<file path="src/rtl/hazard_scoreboard.sv">
// hazard_scoreboard: data-hazard / forwarding unit beside the ID stage.
// Tracks in-flight writers in a shift table (entry k = instruction in stage k),
// raises load-use style stalls and per-operand forward selects, and counts
// stall cycles for performance analysis.
module hazard_scoreboard #(
  parameter int unsigned DEPTH = 3,
  parameter int unsigned REG_W = 5,
  parameter int unsigned SEL_W = $clog2(DEPTH + 1),
  parameter int unsigned CNT_W = 16
) (
  input  logic             clk,
  input  logic             rst_n,
  input  logic             id_valid,
  input  logic [REG_W-1:0] id_rs,
  input  logic [REG_W-1:0] id_rt,
  input  logic             id_use_rs,
  input  logic             id_use_rt,
  input  logic             id_wr_en,
  input  logic [REG_W-1:0] id_dest,
  input  logic [SEL_W-1:0] id_ready,
  input  logic             flush_id,
  input  logic             stat_clr,
  output logic             stall,
  output logic [SEL_W-1:0] fwd_rs_sel,
  output logic [SEL_W-1:0] fwd_rt_sel,
  output logic [DEPTH-1:0] stage_valid,
  output logic [CNT_W-1:0] stall_cnt
);

  // Table storage; array index i holds table entry k = i+1.
  logic [DEPTH-1:0]            ent_valid;
  logic [DEPTH-1:0]            ent_wr_en;
  logic [DEPTH-1:0][REG_W-1:0] ent_dest;
  logic [DEPTH-1:0][SEL_W-1:0] ent_ready;

  logic id_live;
  logic rs_haz;
  logic rt_haz;
  logic rs_found;
  logic rt_found;

  assign id_live     = id_valid & ~flush_id;
  assign stall       = id_live & (rs_haz | rt_haz);
  assign stage_valid = ent_valid;

  // Shift table: older stages always advance, entry 1 takes ID or a bubble.
  always_ff @(posedge clk or negedge rst_n) begin
    if (!rst_n) begin
      ent_valid <= '0;
      ent_wr_en <= '0;
      ent_dest  <= '0;
      ent_ready <= '0;
    end else begin
      for (int unsigned i = DEPTH - 1; i >= 1; i--) begin
        ent_valid[i] <= ent_valid[i-1];
        ent_wr_en[i] <= ent_wr_en[i-1];
        ent_dest[i]  <= ent_dest[i-1];
        ent_ready[i] <= ent_ready[i-1];
      end
      ent_valid[0] <= id_live & ~stall;
      ent_wr_en[0] <= id_live & ~stall & id_wr_en;
      ent_dest[0]  <= id_dest;
      ent_ready[0] <= id_ready;
    end
  end

  // Youngest-match search per operand; a not-yet-ready producer is a hazard.
  always_comb begin
    fwd_rs_sel = '0;
    fwd_rt_sel = '0;
    rs_haz     = 1'b0;
    rt_haz     = 1'b0;
    rs_found   = 1'b0;
    rt_found   = 1'b0;
    for (int unsigned i = 0; i < DEPTH; i++) begin
      if (!rs_found && id_use_rs && (id_rs != '0) && ent_valid[i] &&
          ent_wr_en[i] && (ent_dest[i] == id_rs)) begin
        rs_found = 1'b1;
        if (ent_ready[i] > SEL_W'(i + 1)) rs_haz = 1'b1;
        else fwd_rs_sel = SEL_W'(i + 1);
      end
      if (!rt_found && id_use_rt && (id_rt != '0) && ent_valid[i] &&
          ent_wr_en[i] && (ent_dest[i] == id_rt)) begin
        rt_found = 1'b1;
        if (ent_ready[i] > SEL_W'(i + 1)) rt_haz = 1'b1;
        else fwd_rt_sel = SEL_W'(i + 1);
      end
    end
  end

  // Saturating stall-cycle counter; clear wins over increment.
  always_ff @(posedge clk or negedge rst_n) begin
    if (!rst_n) begin
      stall_cnt <= '0;
    end else if (stat_clr) begin
      stall_cnt <= '0;
    end else if (stall && (stall_cnt != {CNT_W{1'b1}})) begin
      stall_cnt <= stall_cnt + CNT_W'(1);
    end
  end

endmodule

</file>
<file path="config.mk">
export PLATFORM = sky130hd
export DESIGN_NAME = hazard_scoreboard
export DESIGN_NICKNAME = d
export VERILOG_FILES = /design/src/rtl/hazard_scoreboard.sv
export SDC_FILE = /design/constraint.sdc
export NUM_CORES = 1
export LEC_CHECK = 0
export ABC_AREA = 1
export BUFFER_PORTS_ARGS = -buffer_cell sky130_fd_sc_hd__buf_2
export CAP_MARGIN = 20
export CORE_MARGIN = 2
export CORE_UTILIZATION = 28
export CTS_BUF_LIST = sky130_fd_sc_hd__clkbuf_2
export CTS_CLUSTER_DIAMETER = 60
export CTS_CLUSTER_SIZE = 40
export DETAILED_ROUTE_END_ITERATION = 10
export MAX_ROUTING_LAYER = met4
export PLACE_DENSITY = 0.56
export SETUP_SLACK_MARGIN = 0.05
export SLEW_MARGIN = 15
export SYNTH_ARGS = -nofsm -noshare
export SYNTH_HDL_FRONTEND = slang
export SYNTH_SLANG_ARGS = --single-unit
</file>
<file path="constraint.sdc">
create_clock -name clk -period 1.9 [get_ports clk]
set_clock_uncertainty 0.2 [all_clocks]
set_input_delay 0.095 -clock clk [delete_from_list [all_inputs] [get_ports clk]]
set_output_delay 0.095 -clock clk [all_outputs]
set_load 0.02 [all_outputs]
</file>
==> metrics.md <==
| Metric | Value |
|---|---|
| Status | finished, violations left |
| Violated checks | negative setup slack |
| Vias in the first global route | 2,365 |
| Max capacitance violation total | 0 |
| Worst setup SP type | flip-flop |
| Worst hold path type | in2reg |
| Avg Inst Size Synth | 7.36 um2 |
| Ant. Diodes | 0 |
| Worst skew pair latency | 0.44 ns |
| Internal power | 1390 uW |
| DRT iter0 DRCs | 113 |
| Util after Layout | 0.414 |
| Fmax | 432 MHz |
| Sw Share | 0.279 |
| Combinational Power Share | 0.155 |
| Total CTS buffers | 5 |
| Part of the power in registers | 0.486 |
| Gpl congestion | 0.911 |
| Hold wc startpoint | id_dest[4] |
| Area contributors post-synth | dfrtp_1, nand2_1, nor2_1, nand3_1, xor2_1 |
| Reg clk slew, reported paths | 0.26 ns |
| PnR worst setup slack | -0.414 ns |
| Layout cells sized above 1 | 0.363 |
| Worst r2r src | ent_dest[9] |
| Most frequent cells in the layout | nand2_1, buf_2, nor2_1 |
| DRT Pass-1 Iters | 5 |
| Yosys warns | 0 |
| Core footprint | 8220 um2 |
| Max H-tree Level | 2 |
| Unrepaired setup endpoints after global routing | true |
| Die W | 96.0 um |
| CTS tree | done |
| Final hold slack | 0.0906 ns |
| Residual DRC count | 0 |
| Slew HR | 0.585 |
| Most common cell after layout, fill and taps aside | nand2_1 |
| Via density | 4.69 |
| Dpl hpwl | 4880 um |
| Most used cell, CP | nand2_1 |
| Die area | 9220 um2 |
| Wire per inst | 13.4 um |
| Fin crit share | 1.22 |
| Largest area contributor in the netlist | dfrtp_1 |
| Final #Nets | 441 |
| Max Root-Sink Buffers | 2 |
| Global-route wire length before repair | 11,100 um |
| Synth top area share | 0.433 |
| Worst setup path startpoint | ent_dest[9] |
| Psw | 536 uW |
| Register area share after synthesis | 0.433 |
| Area growth, synth to finish | 43.5% |
| CP max-delay cell | dfrtp_1 |
| Setup violations, final | 23 |
| FP Rows | 33 |
| Total GRT Usage | 0.162 |
| Number of I/O port buffers | 48 |
| Initial Utilization | 0.289 |
| R2R setup slack | -0.36 ns |
| CP Class | reg2out |
| Pleak | 0.00172 uW |
| Worst Tran Pin Value | 0.619 ns |
| DR vias | 2,442 |
| Critical Path RT | 1.60 ns |
| CTS root buf | clkbuf_2 |
| Pin count of the biggest net entering global routing | 26 |
| Power density cells | 566 nW/um2 |
| Clk sinks | 41 |
| Crit-path max cell delay | 0.48 ns |
| Cell chain of the critical path | inv_2, nand2_1, nand2_1, nor2_1, nand2_1, nor2_2, nand3_2, nand2_1, nand2_2, buf_6, a21boi_4, buf_6 |
| Final worst path period need | 2.31 ns |
| Syn_nets | 348 |
| Crit-path max FO | 4 |
| Flops & latches, synth | 41 |
| Gr ovfl total | 0 |
| Max Transition Viols Final | 0 |
| Initial antenna violation count | 0 |
| Mapped Area | 2370 um2 |
| Fin. Hold Viols | 0 |
| WL final | 6990 um |
| Die height | 96.0 um |
| IO Count | 49 |
| Count of cell types in the netlist | 32 |
| Pre-CTS setup slack | -0.0397 ns |
| Worst IR drop on VDD | 0.308 mV |
| Clock network power share | 0.360 |
| CP endpoint kind | output port |
| Worst path arrival time | 2.02 ns |
| Antenna Nets Post-Route | 0 |
| Post-Synthesis Cells | 322 |
==> through the flow <==
| stage | setup TNS, ns | cell area, um2 | cells | total power (uW) |
|---|---|---|---|---|
| 2_1_floorplan | 0 | 2370 | 322 | 1080 |
| 3_3_place_gp | -0.0659 | 2880 | 493 | 1200 |
| 3_5_place_dp | -0.496 | 2880 | 493 | 1200 |
| 4_1_cts | -5.97 | 3230 | 519 | 1900 |
| 5_1_grt | -11.74 | 3400 | 521 | 2010 |
| 6_report | -7.48 | 3400 | 521 | 1920 |
==> layer usage <==
metal	wire [um]	vias up	part of all wire	global-route usage
met2	3550	68	0.51	0.268
met1	3060	1165	0.44	0.206
met4	72	0	0.010	0.0476
met5	0	-	0	-
met3	312	7	0.045	0.0251
li1	-	1202	-	-
==> state kept, by name, summed over array words and instances, names as in the netlist <==
signal	count
ent_dest	15
ent_ready	4
ent_wr_en	3
stage_valid	3
stall_cnt	16
==> repair_timing <==
action                                 4_1_cts  5_1_grt
pin swaps                                   17       19
setup endpoints to repair                   22       23
buffers inserted                            17        4
hold buffers                                13        0
endpoints found under the hold margin       66        0
cloned                                       2        0
resized for setup                           22       37
==> cell type report <==
cell class              instances  area [um2]
fillers                       838        4810
multi-input cells             239        1370
flip-flops and latches         41        1030
repair buffers                 90         634
inverters                      38         143
well taps                     105         131
clock inverters                 3        68.8
clock buffers                   5        25.0
==> power by group through the flow <==
stage	Clock, uW	Sequential (uW)	Combinational, uW
6_report	692	934	298
5_1_grt	738	940	332
4_1_cts	694	932	279
3_5_place_dp	0	948	249
3_3_place_gp	0	947	248
2_1_floorplan	0	961	117
==> synth_stat cells <==
master / number
o22ai_1: 2
dfrtp_1: 41
nand2_1: 98
and3_1: 1
o31ai_1: 1
nor2_1: 41
clkinv_1: 1
clkbuf_1: 3
buf_2: 1
o221ai_1: 1
nand3_4: 1
and2_1: 1
a21boi_0: 1
nor2_2: 3
nor3b_1: 3
a221oi_1: 1
o21ai_0: 3
a21oi_1: 5
xnor2_1: 3
nand2_2: 11
o211ai_1: 2
nand2_4: 2
nand4_1: 5
buf_12: 1
o21ai_1: 2
nor4_1: 2
xor2_1: 13
inv_1: 29
inv_2: 8
ha_1: 1
nor3_1: 5
nand3_1: 30
==> worst max-delay path: cells and delay by family (launching register included) <==
family / cells / cell delay [ns]
and+or+nand+nor: 8 / 0.67
DFF: 1 / 0.48
buffers and inverters: 3 / 0.31
AOI/OAI and AO/OA: 1 / 0.14
==> final timing paths <==
kind | endpoint | depth (start not counted)
min | ent_dest[4] | 2
min in group asynchronous | stall_cnt[13] | 3
max | stall | 12
max reg2reg | stall_cnt[11] | 16
max in group asynchronous | ent_dest[0] | 4
min reg2reg | ent_ready[2] | 0
==> logic make-up (layout without fill, tap and decap cells) <==
logic type               Yosys count  count (layout)  synth area share
AO/OA/AOI/OAI                     18              18            0.0464
XOR/XNOR                          16              16            0.0591
adder cells (fa/ha/maj)            1               1           0.00528
buffers and inverters             43             136            0.0755
flip-flops                        41              41             0.433
AND/OR/NAND/NOR                  203             204             0.381
(Power assumes the default switching activity.)
